$ cat src/rtl/input_cond_pkg.sv
// Shared types, direction bit indices and the per-axis SOCD resolver for the input conditioner.
// Latency: none (definitions and a combinational helper only).
// Backpressure: none.
package input_cond_pkg;

  typedef enum logic [1:0] {
    LAST    = 2'b00,
    NEUTRAL = 2'b01,
    FIRST   = 2'b10,
    RAW     = 2'b11
  } socd_mode_t;

  typedef enum logic [1:0] {
    IDLE  = 2'b00,
    PULSE = 2'b01,
    GAP   = 2'b10
  } pulser_state_t;

  // Bit positions inside one player's direction nibble {U,D,L,R}.
  localparam int DIR_R = 0;
  localparam int DIR_L = 1;
  localparam int DIR_D = 2;
  localparam int DIR_U = 3;

  // Resolve one axis. bits/last_dir are {L,R} or {U,D}; last_dir 01 means R/D pressed last.
  function automatic logic [1:0] socd_axis(input logic [1:0] bits,
                                           input logic [1:0] last_dir,
                                           input socd_mode_t mode);
    logic [1:0] res;
    res = bits;
    if (bits == 2'b11 && mode != RAW) begin
      if (last_dir == 2'b00) begin
        res = 2'b00;
      end else begin
        case (mode)
          LAST:    res = last_dir;
          NEUTRAL: res = 2'b00;
          FIRST:   res = ~last_dir;
          default: res = bits;
        endcase
      end
    end
    return res;
  endfunction

endpackage

$ cat src/rtl/coin_pulser.sv
// Turns debounced coin releases into fixed-width coin pulses, queueing up to COIN_Q pending coins.
// Latency: release seen on coin -> pulse rises 2 edges later when idle; high PULSE_LEN, low >= GAP_LEN between pulses.
// Backpressure: none; a release arriving with a full queue is discarded and flagged on drop for one cycle.
module coin_pulser
  import input_cond_pkg::*;
#(
  parameter int PULSE_W   = 20,
  parameter int PULSE_LEN = 20'hFFFFF,
  parameter int GAP_LEN   = 20'h40000,
  parameter int COIN_Q    = 3
) (
  input  logic clk_sys,
  input  logic reset,
  input  logic coin,
  output logic pulse,
  output logic drop
);

  localparam logic [PULSE_W-1:0] PULSE_LOAD = PULSE_W'(PULSE_LEN - 1);
  localparam logic [PULSE_W-1:0] GAP_LOAD   = PULSE_W'(GAP_LEN - 1);
  localparam logic [2:0]         QMAX       = 3'(COIN_Q);

  pulser_state_t      state, state_nxt;
  logic [PULSE_W-1:0] cnt, cnt_nxt;
  logic [2:0]         pending, pending_nxt;
  logic               coin_q;
  logic               release_evt, full, inc, take, drop_nxt;

  // A coin counts when the button is let go; saturation uses the pre-decrement count.
  assign release_evt = coin_q & ~coin;
  assign full        = (pending == QMAX);
  assign inc         = release_evt & ~full;
  assign drop_nxt    = release_evt & full;
  assign pulse       = (state == PULSE);

  // Next-state, counter reload and queue bookkeeping.
  always_comb begin
    state_nxt = state;
    cnt_nxt   = cnt;
    take      = 1'b0;
    case (state)
      IDLE: begin
        if (pending != 3'd0) begin
          state_nxt = PULSE;
          cnt_nxt   = PULSE_LOAD;
          take      = 1'b1;
        end
      end
      PULSE: begin
        if (cnt == '0) begin
          state_nxt = GAP;
          cnt_nxt   = GAP_LOAD;
        end else begin
          cnt_nxt = cnt - 1'b1;
        end
      end
      GAP: begin
        if (cnt == '0) begin
          if (pending != 3'd0) begin
            state_nxt = PULSE;
            cnt_nxt   = PULSE_LOAD;
            take      = 1'b1;
          end else begin
            state_nxt = IDLE;
          end
        end else begin
          cnt_nxt = cnt - 1'b1;
        end
      end
      default: state_nxt = IDLE;
    endcase
    pending_nxt = pending + {2'b00, inc} - {2'b00, take};
  end

  // State, counter, queue and drop strobe registers; reset abandons any pulse in progress.
  always_ff @(posedge clk_sys) begin
    if (reset) begin
      state   <= IDLE;
      cnt     <= '0;
      pending <= 3'd0;
      coin_q  <= 1'b0;
      drop    <= 1'b0;
    end else begin
      state   <= state_nxt;
      cnt     <= cnt_nxt;
      pending <= pending_nxt;
      coin_q  <= coin;
      drop    <= drop_nxt;
    end
  end

endmodule

$ cat src/rtl/input_conditioner.sv
// N-player joystick/coin front end: synchronise, debounce, resolve opposing directions, generate coin pulses.
// Latency: dir_in -> dir_out DEBOUNCE+3 edges; coin release -> coin_out DEBOUNCE+4 edges when the pulser is idle.
// Backpressure: none; excess coins beyond the per-player queue are dropped and reported on coin_drop.
module input_conditioner
  import input_cond_pkg::*;
#(
  parameter int PLAYERS   = 2,
  parameter int DEBOUNCE  = 1,
  parameter int PULSE_W   = 20,
  parameter int PULSE_LEN = 20'hFFFFF,
  parameter int GAP_LEN   = 20'h40000,
  parameter int COIN_Q    = 3
) (
  input  logic                   clk_sys,
  input  logic                   reset,
  input  logic [1:0]             mode,
  input  logic [PLAYERS*4-1:0]   dir_in,
  input  logic [PLAYERS-1:0]     coin_in,
  output logic [PLAYERS*4-1:0]   dir_out,
  output logic [PLAYERS-1:0]     coin_out,
  output logic [PLAYERS-1:0]     coin_drop
);

  localparam int ND = PLAYERS * 4;
  localparam int NB = ND + PLAYERS;
  localparam int CW = $clog2(DEBOUNCE + 1);

  // Coin buttons sit above the direction bits so one sync/debounce chain serves both.
  logic [NB-1:0] raw, s1, s2, deb;
  logic [ND-1:0] rise, socd;
  socd_mode_t    mode_e;

  assign raw    = {coin_in, dir_in};
  assign mode_e = socd_mode_t'(mode);

  // Two-flop synchroniser for every input bit.
  always_ff @(posedge clk_sys) begin
    if (reset) begin
      s1 <= '0;
      s2 <= '0;
    end else begin
      s1 <= raw;
      s2 <= s1;
    end
  end

  for (genvar b = 0; b < NB; b++) begin : g_deb
    logic [CW-1:0] cnt;
    logic          deb_b;
    logic          settle;

    assign settle = (cnt == CW'(DEBOUNCE - 1));
    assign deb[b] = deb_b;

    // Accept a new level only after it differs from deb for DEBOUNCE consecutive cycles.
    always_ff @(posedge clk_sys) begin
      if (reset) begin
        cnt   <= '0;
        deb_b <= 1'b0;
      end else if (s2[b] == deb_b) begin
        cnt <= '0;
      end else if (settle) begin
        deb_b <= s2[b];
        cnt   <= '0;
      end else begin
        cnt <= cnt + 1'b1;
      end
    end

    // Flag the rise on the same edge deb changes so last_dir and deb stay consistent.
    if (b < ND) begin : g_rise
      assign rise[b] = s2[b] & ~deb_b & settle;
    end
  end

  for (genvar p = 0; p < PLAYERS; p++) begin : g_player
    for (genvar a = 0; a < 2; a++) begin : g_axis
      localparam int LO = 4 * p + ((a == 0) ? DIR_R : DIR_D);
      localparam int HI = 4 * p + ((a == 0) ? DIR_L : DIR_U);
      logic [1:0] last_dir;

      // Remember which side of the axis was pressed most recently; R/D wins a simultaneous press.
      always_ff @(posedge clk_sys) begin
        if (reset) begin
          last_dir <= 2'b00;
        end else if (rise[LO]) begin
          last_dir <= 2'b01;
        end else if (rise[HI]) begin
          last_dir <= 2'b10;
        end
      end

      assign {socd[HI], socd[LO]} = socd_axis({deb[HI], deb[LO]}, last_dir, mode_e);
    end

    coin_pulser #(
      .PULSE_W  (PULSE_W),
      .PULSE_LEN(PULSE_LEN),
      .GAP_LEN  (GAP_LEN),
      .COIN_Q   (COIN_Q)
    ) u_coin (
      .clk_sys(clk_sys),
      .reset  (reset),
      .coin   (deb[ND+p]),
      .pulse  (coin_out[p]),
      .drop   (coin_drop[p])
    );
  end

  // Register the resolved directions.
  always_ff @(posedge clk_sys) begin
    if (reset) begin
      dir_out <= '0;
    end else begin
      dir_out <= socd;
    end
  end

endmodule
$ cat config.mk
export PLATFORM = sky130hd
export DESIGN_NAME = input_conditioner
export DESIGN_NICKNAME = d
export VERILOG_FILES = /design/src/rtl/input_cond_pkg.sv /design/src/rtl/coin_pulser.sv /design/src/rtl/input_conditioner.sv
export SDC_FILE = /design/constraint.sdc
export NUM_CORES = 1
export LEC_CHECK = 0
export CAP_MARGIN = 20
export CORE_AREA = 2 2 99 101
export CTS_BUF_LIST = sky130_fd_sc_hd__clkbuf_8 sky130_fd_sc_hd__clkbuf_16
export CTS_CLUSTER_SIZE = 16
export DETAILED_ROUTE_END_ITERATION = 12
export DIE_AREA = 0 0 101 103
export GPL_TIMING_DRIVEN = 0
export HOLD_SLACK_MARGIN = 0.05
export PLACE_DENSITY = 0.79
export SYNTH_ARGS = -nofsm -noshare
export SYNTH_HDL_FRONTEND = slang
export SYNTH_SLANG_ARGS = --single-unit
$ cat constraint.sdc
create_clock -name clk_sys -period 7.86 [get_ports clk_sys]
set_input_delay 2.358 -clock clk_sys [delete_from_list [all_inputs] [get_ports clk_sys]]
set_output_delay 2.358 -clock clk_sys [all_outputs]
set_load 0.01 [all_outputs]
==> flow_metrics.py <==
metrics = {
    "synth": {
        "mappedNetlistArea_mm2": 0.00558,
        "ys_ff_latch": 110,
        "synth-edff-count": 0,
        "ys_types": 64,
        "post_synth_inst_count": 670,
        "synth-warning-count": 0,
        "synthArstFlopShare": 0,
        "syn_area_per_cell_um2": 8.33,
        "synth-main-ff-cell": "dfxtp_1",
        "seq_area_frac_synth": 0.394,
    },
    "cts": {
        "cts_hold_buffers": 0,
        "postCtsSetupBuffers": 0,
        "clkTransAtPathRegs_ns": 0.10,
        "worst_skew_pair.late_latency_ns": 0.39,
        "cts_tree": "yes",
        "ctsLongestPathBuffers": 2,
        "cts_buf_count": 9,
        "tritoncts_num_sinks": 110,
        "htree_levels": 3,
        "cts_resized": 0,
        "library_cell_used_as_clock_root_buffer": "clkbuf_8",
    },
    "power": {
        "seq_power_share": 0.370,
        "vdd_drop_max_mv": 0.161,
        "pwr-share-comb": 0.471,
        "power_switching_share": 0.433,
        "power_frac_clock": 0.159,
        "internal_power_w": 0.00126,
        "power_density_mw_per_mm2": 359,
        "cellLeakagePower_nw": 2.32,
        "net-switching-power_w": 0.000965,
    },
    "floorplan": {
        "floorplan.initialDensity": 0.590,
        "die-height_um": 103,
        "chipWidth_um": 101,
        "boundaryPins": 26,
        "core_box_area_mm2": 0.00946,
        "fp-row-count": 36,
        "die_area_mm2": 0.0104,
    },
    "final_layout": {
        "final_net_count": 754,
        "area_growth_pct": 11.0,
        "final_core_utilization": 0.655,
        "antenna_cells": 0,
        "post_route_cells_drive_above_1_share": 0.0655,
        "stdcell_area_mm2": 0.00620,
    },
    "setup_path": {
        "end_kind": "output pin",
        "timing.critical_path.buf_inv": 3,
        "critical_path_peak_fanout": 9,
        "timing.critical_path.cells": "inv_1 > ha_1 > buf_4 > clkdlybuf4s50_1",
        "critPathArrivalTime_ns": 1.93,
        "path_delay_family": "buffers and inverters",
        "timing.setup.critical_path_class": "reg2out",
        "timing.critical_path.from_type": "flop",
        "crit_slowest_cell": "clkdlybuf4s50_1",
        "worst-endpoint-required_ns": 5.50,
        "max_incr_delay_on_cp_ns": 0.52,
    },
    "worst_hold_path": {
        "min-delay-path-class": "reg2reg",
    },
    "sta": {
        "setup_repair_after_global_routing_missed_its_margin": "false",
        "final_max_slew_viol_count": 0,
        "setup_violations": 0,
        "worst_pin_slew_ns": 0.999,
        "fin_crit_ns": 4.29,
        "timing_hold_violations_final": 0,
        "fmax_ghz": 0.233,
        "post-route-period-util": 0.546,
        "setup_tns_ns": 0,
        "skew_ns": 0.0107,
        "max_slew_margin": 0.329,
    },
    "drt": {
        "post-route-drc-count": 0,
        "totalWireLength_mm": 13.5,
        "viasPerCell": 6.03,
        "drc_violation_total_after_the_first_tritonroute_iteration": 347,
        "wl_met2_mm": 6.79,
        "drt-wirelength-per-cell_um": 16.3,
        "route.antenna.remaining_nets": 0,
        "vias": 5021,
        "firstDrtPassIters": 5,
        "route.layer.met1.wl_mm": 5.62,
        "detailroute.wirelength.met3_um": 870,
        "dr.max_layer_used": "met4",
    },
    "global_routing": {
        "grt_pass1_wl_mm": 22.3,
        "grt.overflow.total": 0,
        "grt_max_degree": 18,
        "vias_in_the_first_global_route": 4740,
        "grt_antenna_before_repair": 0,
        "grt.total_usage": 0.271,
    },
    "placement": {
        "place_area_mm2": 0.00600,
        "dp.final_hpwl_mm": 9.61,
        "gp_routability_congestion": 0.910,
        "port_buffers": 24,
    },
    "run_status": {
        "run_status": "finished clean",
    },
    "job": {
        "drv.max_cap_violation_count": 0,
    },
}
[final cells by class]
class	instances	area [um^2]
Buffer	40	184
Clock buffer	10	138
Fill cell	822	3260
Tap cell	114	143
Multi-Input combinational cell	493	3100
Timing Repair Buffer	24	240
Inverter	36	135
Clock inverter	5	58.8
Sequential cell	110	2200
[path summary, 6_finish.rpt]
path	from	endpoint	slack (ns)	depth (start not counted)
max	g_player[0].u_coin.state[1]$_SDFFE_PP0P_	coin_out[0]	3.57	4
min	s1[1]$_SDFF_PP0_	s2[1]$_SDFF_PP0_	0.44	1
max reg2reg	g_player[1].u_coin.cnt[0]$_SDFFE_PP0P_	g_player[1].u_coin.pending[2]$_SDFF_PP0_	4.28	16
min reg2reg	s1[1]$_SDFF_PP0_	s2[1]$_SDFF_PP0_	0.44	1
[state kept, by name, summed over array words and instances (netlist names)]
signal / flops
dir_out: 8
s2: 10
g_player.u_coin.coin_q: 2
g_deb.cnt: 10
g_deb.deb_b: 10
g_player.u_coin.pending: 6
g_player.u_coin.drop: 2
g_player.g_axis.last_dir: 8
g_player.u_coin.state: 4
g_player.u_coin.cnt: 40
s1: 10
[power by group through the flow]
stage	Clock [W]	Sequential (W)	Combinational (W)
finish	0.000354	0.000825	0.00105
CTS	0.000353	0.000819	0.00104
global route	0.000379	0.000847	0.00116
floorplan	0	0.000798	0.000823
detailed placement	0	0.000831	0.00103
global placement	0	0.000822	0.000990
[metal layers]
metal,global-route usage,vias to the layer above
li1,-,2438
met1,0.340,2386
met2,0.468,169
met3,0.0515,28
met4,0.101,0
met5,0,-
[synth_stat cells, drive strengths merged (3+ instances only)]
cell | instances | area, um^2
nor2b | 36 | 225
nor4 | 15 | 166
or4 | 4 | 41.3
o211ai | 4 | 30.0
o22ai | 3 | 18.8
o21a | 4 | 30.0
and2 | 3 | 18.8
o21bai | 3 | 22.5
buf | 15 | 90.1
xor2 | 7 | 61.3
nand3 | 5 | 25.0
nor3 | 31 | 165
a221oi | 5 | 50.0
a21o | 3 | 22.5
nand4 | 6 | 37.5
nand2 | 37 | 139
a31oi | 10 | 62.6
a211oi | 24 | 180
clkbuf | 25 | 93.8
o31a | 3 | 26.3
o21ai | 43 | 215
nand2b | 10 | 62.6
mux2i | 5 | 50.1
or3 | 17 | 111
dfxtp | 110 | 2200
a21oi | 71 | 359
nor2 | 72 | 270
ha | 24 | 300
inv | 36 | 135
xnor2 | 9 | 78.8
[placed cells by master (no fill, tap or decap), types with 5 or more instances in the layout]
cell type and instances:
dfxtp_1 110, nor2_1 72, a21oi_1 70, inv_1 37, nand2_1 37, nor2b_1 36, o21ai_0 34, nor3_1 29
clkbuf_1 25, a211oi_1 24, ha_1 24, clkdlybuf4s50_1 24, or3_1 16, nand2b_1 10, a31oi_1 10, clkbuf_8 10
conb_1 10, nor4_1 9, o21ai_1 9, xnor2_1 9, xor2_1 7, buf_4 6, nand4_1 6, buf_1 5
mux2i_1 5, nand3_1 5
[stage by stage]
stage | std cells | total power, W | hold slack (ns) | worst slack, ns
4_1_cts | 832 | 0.00221 | 0.445 | 3.58
5_1_grt | 832 | 0.00239 | 0.452 | 3.47
3_5_place_dp | 817 | 0.00186 | 0.420 | 3.74
2_1_floorplan | 679 | 0.00162 | 0.414 | 4.51
3_3_place_gp | 817 | 0.00181 | 0.417 | 3.77
6_report | 832 | 0.00223 | 0.444 | 3.57
[worst register-to-register path, cell delays in order, from the launching register on]
cell and delay, ns:
dfxtp_1 0.35, inv_1 0.11, ha_1 0.24, or4b_4 0.51
nor4_4 0.43, and2_1 0.19, buf_4 0.16, a21oi_1 0.08
nor2_1 0.11, ha_1 0.24, inv_1 0.06, ha_1 0.14
inv_1 0.05, fa_1 0.37, xor2_1 0.18, xnor2_1 0.18
nor2_1 0.06
[logic make-up after synthesis]
family	synth area share
AND/OR/NAND/NOR	0.241
multiplexers	0.0110
buffers and inverters	0.0571
XOR/XNOR	0.0251
AO/OA/AOI/OAI	0.210
flip-flops	0.394
adder cells (fa/ha/maj)	0.0609
other	0.000672
Note: power is estimated with default switching activity, not from simulation.
